`src/rtl/pio_irq_pkg.sv`:
```
// Shared definitions for the parallel-input interrupt port: register map and arming states.
package pio_irq_pkg;

    localparam logic [2:0] ADDR_DATA     = 3'd0;
    localparam logic [2:0] ADDR_RISE_EN  = 3'd1;
    localparam logic [2:0] ADDR_FALL_EN  = 3'd2;
    localparam logic [2:0] ADDR_IRQ_MASK = 3'd3;
    localparam logic [2:0] ADDR_CAPTURE  = 3'd4;

    typedef enum logic {
        WARM = 1'b0,
        RUN  = 1'b1
    } arm_state_t;

    // Bits needed for a counter that must reach n.
    function automatic int count_width(input int n);
        return (n < 1) ? 1 : $clog2(n + 1);
    endfunction

endpackage

```
`src/rtl/pio_sync_edge.sv`:
```
// Per-bit synchroniser chain followed by rising/falling edge detection on the synchronised value.
module pio_sync_edge #(
    parameter int WIDTH       = 8,
    parameter int SYNC_STAGES = 2
) (
    input  logic             clk,
    input  logic             reset,
    input  logic [WIDTH-1:0] in_port,
    output logic [WIDTH-1:0] s,
    output logic [WIDTH-1:0] rise,
    output logic [WIDTH-1:0] fall
);

    logic [SYNC_STAGES-1:0][WIDTH-1:0] r_sync;
    logic [WIDTH-1:0]                  r_prev;

    always_ff @(posedge clk) begin
        if (reset) begin
            r_sync <= '0;
            r_prev <= '0;
        end else begin
            r_sync[0] <= in_port;
            for (int i = 1; i < SYNC_STAGES; i++) begin
                r_sync[i] <= r_sync[i-1];
            end
            r_prev <= r_sync[SYNC_STAGES-1];
        end
    end

    assign s = r_sync[SYNC_STAGES-1];

    genvar gi;
    generate
        for (gi = 0; gi < WIDTH; gi++) begin : g_edge
            assign rise[gi] =  s[gi] & ~r_prev[gi];
            assign fall[gi] = ~s[gi] &  r_prev[gi];
        end
    endgenerate

endmodule

```
`src/rtl/pio_irq_in.sv`:
```
// Avalon-MM parallel input port with selectable edge capture, write-1-to-clear
// capture bits and a maskable level interrupt.
module pio_irq_in
    import pio_irq_pkg::*;
#(
    parameter int               WIDTH       = 8,
    parameter int               SYNC_STAGES = 2,
    parameter logic [WIDTH-1:0] RISE_RESET  = '1,
    parameter logic [WIDTH-1:0] FALL_RESET  = '0
) (
    input  logic             clk,
    input  logic             reset,
    input  logic [2:0]       address,
    input  logic             chipselect,
    input  logic             write_n,
    input  logic [31:0]      writedata,
    output logic [31:0]      readdata,
    input  logic [WIDTH-1:0] in_port,
    output logic             irq
);

    localparam int CW = count_width(SYNC_STAGES);

    logic [WIDTH-1:0] w_s;
    logic [WIDTH-1:0] w_rise;
    logic [WIDTH-1:0] w_fall;

    pio_sync_edge #(
        .WIDTH       (WIDTH),
        .SYNC_STAGES (SYNC_STAGES)
    ) u_sync_edge (
        .clk     (clk),
        .reset   (reset),
        .in_port (in_port),
        .s       (w_s),
        .rise    (w_rise),
        .fall    (w_fall)
    );

    // Arming: hold off capture until the synchroniser has been refilled after reset.
    arm_state_t      r_state;
    arm_state_t      w_state_next;
    logic [CW-1:0]   r_count;
    logic [CW-1:0]   w_count_next;
    logic            w_armed;

    always_ff @(posedge clk) begin
        if (reset) begin
            r_state <= WARM;
            r_count <= '0;
        end else begin
            r_state <= w_state_next;
            r_count <= w_count_next;
        end
    end

    always_comb begin
        w_state_next = r_state;
        w_count_next = r_count;
        case (r_state)
            WARM: begin
                if (r_count == CW'(SYNC_STAGES)) begin
                    w_state_next = RUN;
                end else begin
                    w_count_next = r_count + 1'b1;
                end
            end
            RUN:     w_state_next = RUN;
            default: w_state_next = WARM;
        endcase
    end

    assign w_armed = (r_state == RUN);

    logic [WIDTH-1:0] r_rise_en;
    logic [WIDTH-1:0] r_fall_en;
    logic [WIDTH-1:0] r_irq_mask;
    logic [WIDTH-1:0] r_capture;
    logic [31:0]      r_readdata;

    logic             w_wr;
    logic [WIDTH-1:0] w_wdata;
    logic [WIDTH-1:0] w_w1c;
    logic [WIDTH-1:0] w_hit;
    logic [31:0]      w_rd_mux;

    assign w_wr    = chipselect && !write_n;
    assign w_wdata = writedata[WIDTH-1:0];
    assign w_w1c   = (w_wr && (address == ADDR_CAPTURE)) ? w_wdata : '0;
    assign w_hit   = {WIDTH{w_armed}} & ((w_rise & r_rise_en) | (w_fall & r_fall_en));

    generate
        if (WIDTH < 32) begin : g_wdata_hi
            logic w_unused_wdata;
            assign w_unused_wdata = &{1'b0, writedata[31:WIDTH]};
        end
    endgenerate

    always_ff @(posedge clk) begin
        if (reset) begin
            r_rise_en  <= RISE_RESET;
            r_fall_en  <= FALL_RESET;
            r_irq_mask <= '0;
            r_capture  <= '0;
            r_readdata <= '0;
        end else begin
            if (w_wr && (address == ADDR_RISE_EN))  r_rise_en  <= w_wdata;
            if (w_wr && (address == ADDR_FALL_EN))  r_fall_en  <= w_wdata;
            if (w_wr && (address == ADDR_IRQ_MASK)) r_irq_mask <= w_wdata;
            // A new hit outranks a simultaneous clear of the same bit.
            r_capture  <= (r_capture & ~w_w1c) | w_hit;
            r_readdata <= w_rd_mux;
        end
    end

    always_comb begin
        w_rd_mux = '0;
        case (address)
            ADDR_DATA:     w_rd_mux[WIDTH-1:0] = w_s;
            ADDR_RISE_EN:  w_rd_mux[WIDTH-1:0] = r_rise_en;
            ADDR_FALL_EN:  w_rd_mux[WIDTH-1:0] = r_fall_en;
            ADDR_IRQ_MASK: w_rd_mux[WIDTH-1:0] = r_irq_mask;
            ADDR_CAPTURE:  w_rd_mux[WIDTH-1:0] = r_capture;
            default:       w_rd_mux = '0;
        endcase
    end

    assign readdata = r_readdata;
    assign irq      = |(r_capture & r_irq_mask);

endmodule
```
`config.mk`:
```
export PLATFORM = sky130hd
export DESIGN_NAME = pio_irq_in
export DESIGN_NICKNAME = d
export VERILOG_FILES = /design/src/rtl/pio_irq_pkg.sv /design/src/rtl/pio_sync_edge.sv /design/src/rtl/pio_irq_in.sv
export SDC_FILE = /design/constraint.sdc
export NUM_CORES = 1
export LEC_CHECK = 0
export BUFFER_PORTS_ARGS = -buffer_cell sky130_fd_sc_hd__buf_4
export CORE_ASPECT_RATIO = 1.1
export CORE_UTILIZATION = 52
export CTS_CLUSTER_DIAMETER = 40
export DETAILED_ROUTE_END_ITERATION = 10
export GPL_ROUTABILITY_DRIVEN = 0
export GPL_TIMING_DRIVEN = 0
export HOLD_SLACK_MARGIN = 0.05
export PLACE_DENSITY = 0.84
export SLEW_MARGIN = 30
export SYNTH_ARGS = -nofsm -noshare
export SYNTH_HDL_FRONTEND = slang
export SYNTH_SLANG_ARGS = --single-unit
```
`constraint.sdc`:
```
create_clock -name clk -period 2 [get_ports clk]
set_clock_uncertainty 0.2 [all_clocks]
set_input_delay 0.4 -clock clk [delete_from_list [all_inputs] [get_ports clk]]
set_output_delay 0.4 -clock clk [all_outputs]
set_load 0.05 [all_outputs]
```
Yosys cells after proc, flatten, opt, wreduce, memory -nomap -nowiden:

Cells that the tools add are included.

* add/subtract/negate cells: 1
* equal/unequal tests: 5
* multiplexer cells: 4
* bitwise logic cells: 42
* reductions and logical operators: 9

Operators by type and width (number)
* AND 8 bit: 5
* case mux 8 bit (5 select lines): 1
* inverter 1 bit: 18
* AND 1 bit: 16
* OR 8 bit: 2
* 2-to-1 mux 8 bit: 1
* inverter 8 bit: 1
* OR reduction 8 bit: 1
* == test 3 x 2 -> 1 bit, second input constant: 2
* logical AND 1 bit: 5
* == test 3 x 1 -> 1 bit, second input constant: 1
* == test 3 bit, second input constant: 1
* logical NOT 3 bit: 1
* adder 2 x 1 -> 2 bit, second input constant: 1
* == test 2 bit, second input constant: 1
* case mux 1 bit (2 select lines): 1
* AND reduction 2 bit: 1
* logical NOT 1 bit: 1
* 2-to-1 mux 1 bit: 1

* register bits: 91
* output and inout bits: 33
* logic and storage cells: 72

Logic depth before layout (Yosys ltp):

* depth after elaboration: 7
* depth in mapped cells: 6

By module:

A second synthesis with hierarchy kept.

* cell total of the unflattened synthesis: 319
* area total of the unflattened synthesis: 3031.7 µm²

Modules (own cells, without submodules)
* pio_irq_in: instances 1, cells an instance 245, area an instance 2178.3 µm²
* pio_sync_edge: instances 1, cells an instance 74, area an instance 853.3 µm²

Worst setup path after synthesis:

No wires, ideal clock.

* kind: input-to-reg
* start: in address[0]
* end: reg r_capture[6]
* setup time: 0.116 ns
* data arrival time: 1.320 ns
* required time: 1.684 ns
* slack: 0.364 ns
* stages on the path: 5
* cell sequence: buf_4 nor3b_4 buf_6 nand3_1 a31o_2

* longest elaborated chain between the ends: 6

Ends and longest elaborated chain
* start, declared: line pio_irq_in.sv:13 `input logic [2:0] address,`
* == test 3 bit: line pio_irq_in.sv:89 `assign w_w1c = (w_wr && (address == ADDR_CAPTURE)) ? w_wdata : '0;`
* logical AND 1 bit: line pio_irq_in.sv:89
* 2-to-1 mux 8 bit: line pio_irq_in.sv:89
* inverter 8 bit: line pio_irq_in.sv:111 `r_capture <= (r_capture & ~w_w1c) | w_hit;`
* AND 8 bit: line pio_irq_in.sv:111
* OR 8 bit: line pio_irq_in.sv:111
* end signal, assigned: line pio_irq_in.sv:111
* end, declared: line pio_irq_in.sv:78 `logic [WIDTH-1:0] r_capture;`

Every way passes these cells.
A chain may end at the register's enable or synchronous reset.

Final worst setup path:

* start: reg r_capture[1]
* end: out irq

* longest elaborated chain between the ends: 2

Ends and longest elaborated chain
* AND 8 bit: line pio_irq_in.sv:129 `assign irq = |(r_capture & r_irq_mask);`
* OR reduction 8 bit: line pio_irq_in.sv:129
* end, declared: line pio_irq_in.sv:19 `output logic irq`

Every way passes these cells.

==> impl_metrics.tcl <==
set metrics [dict create \
    drt_first_pass_iters 6 \
    drtIter0Drc 231 \
    grtUsageTotal_pct 25.2 \
    layout_commonest_cell "dfxtp_1" \
    grt_pass1_vias 2240 \
    antenna_cells 0 \
    ant_nets 0 \
    area_delta_synth_final_pct 20.4 \
    dp.final_hpwl_mm 4.77 \
    post_cts_resized 0 \
    netlist.area_leader.share_pct 45.8 \
    viasPerCell 5.60 \
    synth_edf_count 0 \
    ys.flop_type "dfxtp_1" \
    final_hold_viol_count 0 \
    grt_setup_unrepaired "false" \
    synth_area_leaders "dfxtp_1, buf_4, nor2b_1" \
    setup_slack_ps 129 \
    fmax_mhz 535 \
    htree_levels 3 \
    multi_input_area_um2 1370 \
    yosys_warnings 0 \
    fin_crit_sh_pct 93.5 \
    start_kind "register" \
    cp.arrival_ps 1270 \
    most-common-layout-cells "dfxtp_1, buf_4, nor2b_1, a21oi_1" \
    place_ws_ps -23.7 \
    p_per_area_nw_per_um2 856 \
    synth_area_leader_cell "dfxtp_1" \
    path_max_fanout 3 \
    core-area_um2 5400 \
    portBuffers 29 \
    syn_area_um2 2930 \
    period_minus_slack_ps 1870 \
    finalNetCount 417 \
    synth_cell_types 40 \
    clock_sinks 67 \
    instances_no_fill 449 \
    cts_setup_buffers 0 \
    wl_mm 7.22 \
    critPathKind "register to output pin" \
    antenna_found_initial 0 \
    cts_buffer_depth 2 \
    irDropWorstVdd_mv 0.654 \
    path_clk_slew_ps 80 \
    hold_class "input pin to register" \
    p_leak_nw 1.43 \
    grt_pass1_wl_mm 10.8 \
    cts_buffers 9 \
    io_pins 80 \
    clk_latency_ps 340 \
    relSlewSlack_pct 49.4 \
    start_util_pct 54.3 \
    synth_area_per_cell_um2 9.58 \
    tightest_slew_ps 756 \
    drive_above_1_share_pct 24.6 \
    overflow 0 \
    drc 0 \
    synth_seq_cells 67 \
    synth-seq-area-share_pct 45.8 \
    wire_per_inst_um 16.1 \
    timing.setup.tns_ps 0 \
    cap_viol_max_count 0 \
    worstPathRequired_ps 1400 \
    num_vias 2514 \
    final-seq-area_um2 1340 \
    fill_cells 463 \
    dp.cells 433 \
    crit_path_end_kind "output pin" \
    outcome "complete, no violations" \
    cts_root_buffer "clkbuf_8" \
    slew_viol_final 0 \
    die_h_um 80.8 \
    synth_cells 306 \
    die-area_um2 5940 \
    hold_buffers 0 \
    die_x_um 73.6 \
    fp-row-count 28 \
    grt_max_degree 13 \
    cts_tree "built" \
    setup_viol 0 \
    synth_async_sr_flop_share_pct 0 \
]
==> report_power, final <==
group | total [mW] | internal, mW | switching (mW)
Sequential | 1.43 | 1.39 | 0.0346
Combinational | 0.460 | 0.170 | 0.290
Clock | 1.13 | 0.609 | 0.523
Total | 3.02 | 2.17 | 0.847
==> worst max-delay path, stage by stage (launching register included) <==
cell	delay, ps
dfxtp_1	330
a22oi_1	230
nand4_1	160
buf_4	220
==> worst paths after layout <==
kind         slack, ps               endpoint  cells past startpoint             startpoint
max                130                    irq                      3           r_capture[1]
min                 70  u_sync_edge.r_sync[3]                      2             in_port[3]
max reg2reg        580           r_capture[3]                      4                r_state
min reg2reg        240       u_sync_edge.s[4]                      1  u_sync_edge.r_sync[4]
==> stage by stage <==
stage | power [mW] | hold WS, ps | area (µm²) | util, %
2_1_floorplan | 1.80 | 214 | 3020 | -
3_3_place_gp | 1.90 | 216 | 3330 | 61.7
3_5_place_dp | 1.91 | 222 | 3330 | 61.7
4_1_cts | 3.02 | 59.2 | 3530 | 65.4
5_1_grt | 3.13 | 57.6 | 3530 | 65.4
6_report | 3.02 | 67.0 | 3530 | 65.4
==> cell type report <==
cell class / count / area share [%]
multi-input combinational: 216 / 38.8
clock inverter: 6 / 1.81
sequential: 67 / 38.0
clock buffer: 10 / 3.90
buffer: 44 / 8.47
inverter: 2 / 0.213
timing repair buffer: 29 / 6.17
tap: 75 / 2.66
==> registers in the layout (all words and copies together), names as in the netlist <==
register	cells
r_capture	8
r_fall_en	8
r_irq_mask	8
r_rise_en	8
readdata	8
u_sync_edge.r_prev	8
u_sync_edge.r_sync	8
u_sync_edge.s	8
r_count	2
r_state	1
==> routing by layer <==
metal	vias to the layer above	global-route usage (%)	wire length, µm
met4	0	14.0	189
li1	1177	-	-
met3	21	5.46	549
met1	1186	31.9	3010
met5	-	0	0
met2	130	39.6	3470
==> cell families (layout without fill, tap and decap cells) <==
kind of cell | Yosys count | count (layout) | synth area share, %
mux | 8 | 8 | 2.73
other cells | 1 | 24 | 0.128
compound gates | 85 | 85 | 19.3
simple gates | 97 | 97 | 20.9
buf+inv | 46 | 91 | 10.5
fa+ha+maj | 1 | 1 | 0.427
flops | 67 | 67 | 45.8
xor+xnor | 1 | 1 | 0.299
==> synthesized netlist by cell type (2+ instances only) <==
| cell type | n |
|---|---|
| o21ai_0 | 16 |
| buf_2 | 3 |
| clkbuf_1 | 8 |
| a2bb2oi_1 | 7 |
| clkbuf_2 | 2 |
| nor3b_2 | 2 |
| and3_1 | 8 |
| nand3_1 | 24 |
| nand3b_1 | 19 |
| a21boi_1 | 5 |
| a21oi_1 | 25 |
| dfxtp_1 | 67 |
| mux2i_1 | 8 |
| a31o_2 | 7 |
| a21boi_0 | 2 |
| buf_4 | 27 |
| a22oi_1 | 11 |
| nor2_1 | 6 |
| nand2_1 | 2 |
| nand2b_1 | 3 |
| buf_6 | 2 |
| a211o_1 | 8 |
| nor2b_1 | 26 |
| inv_1 | 2 |
Power figures use the tool's default switching activity.
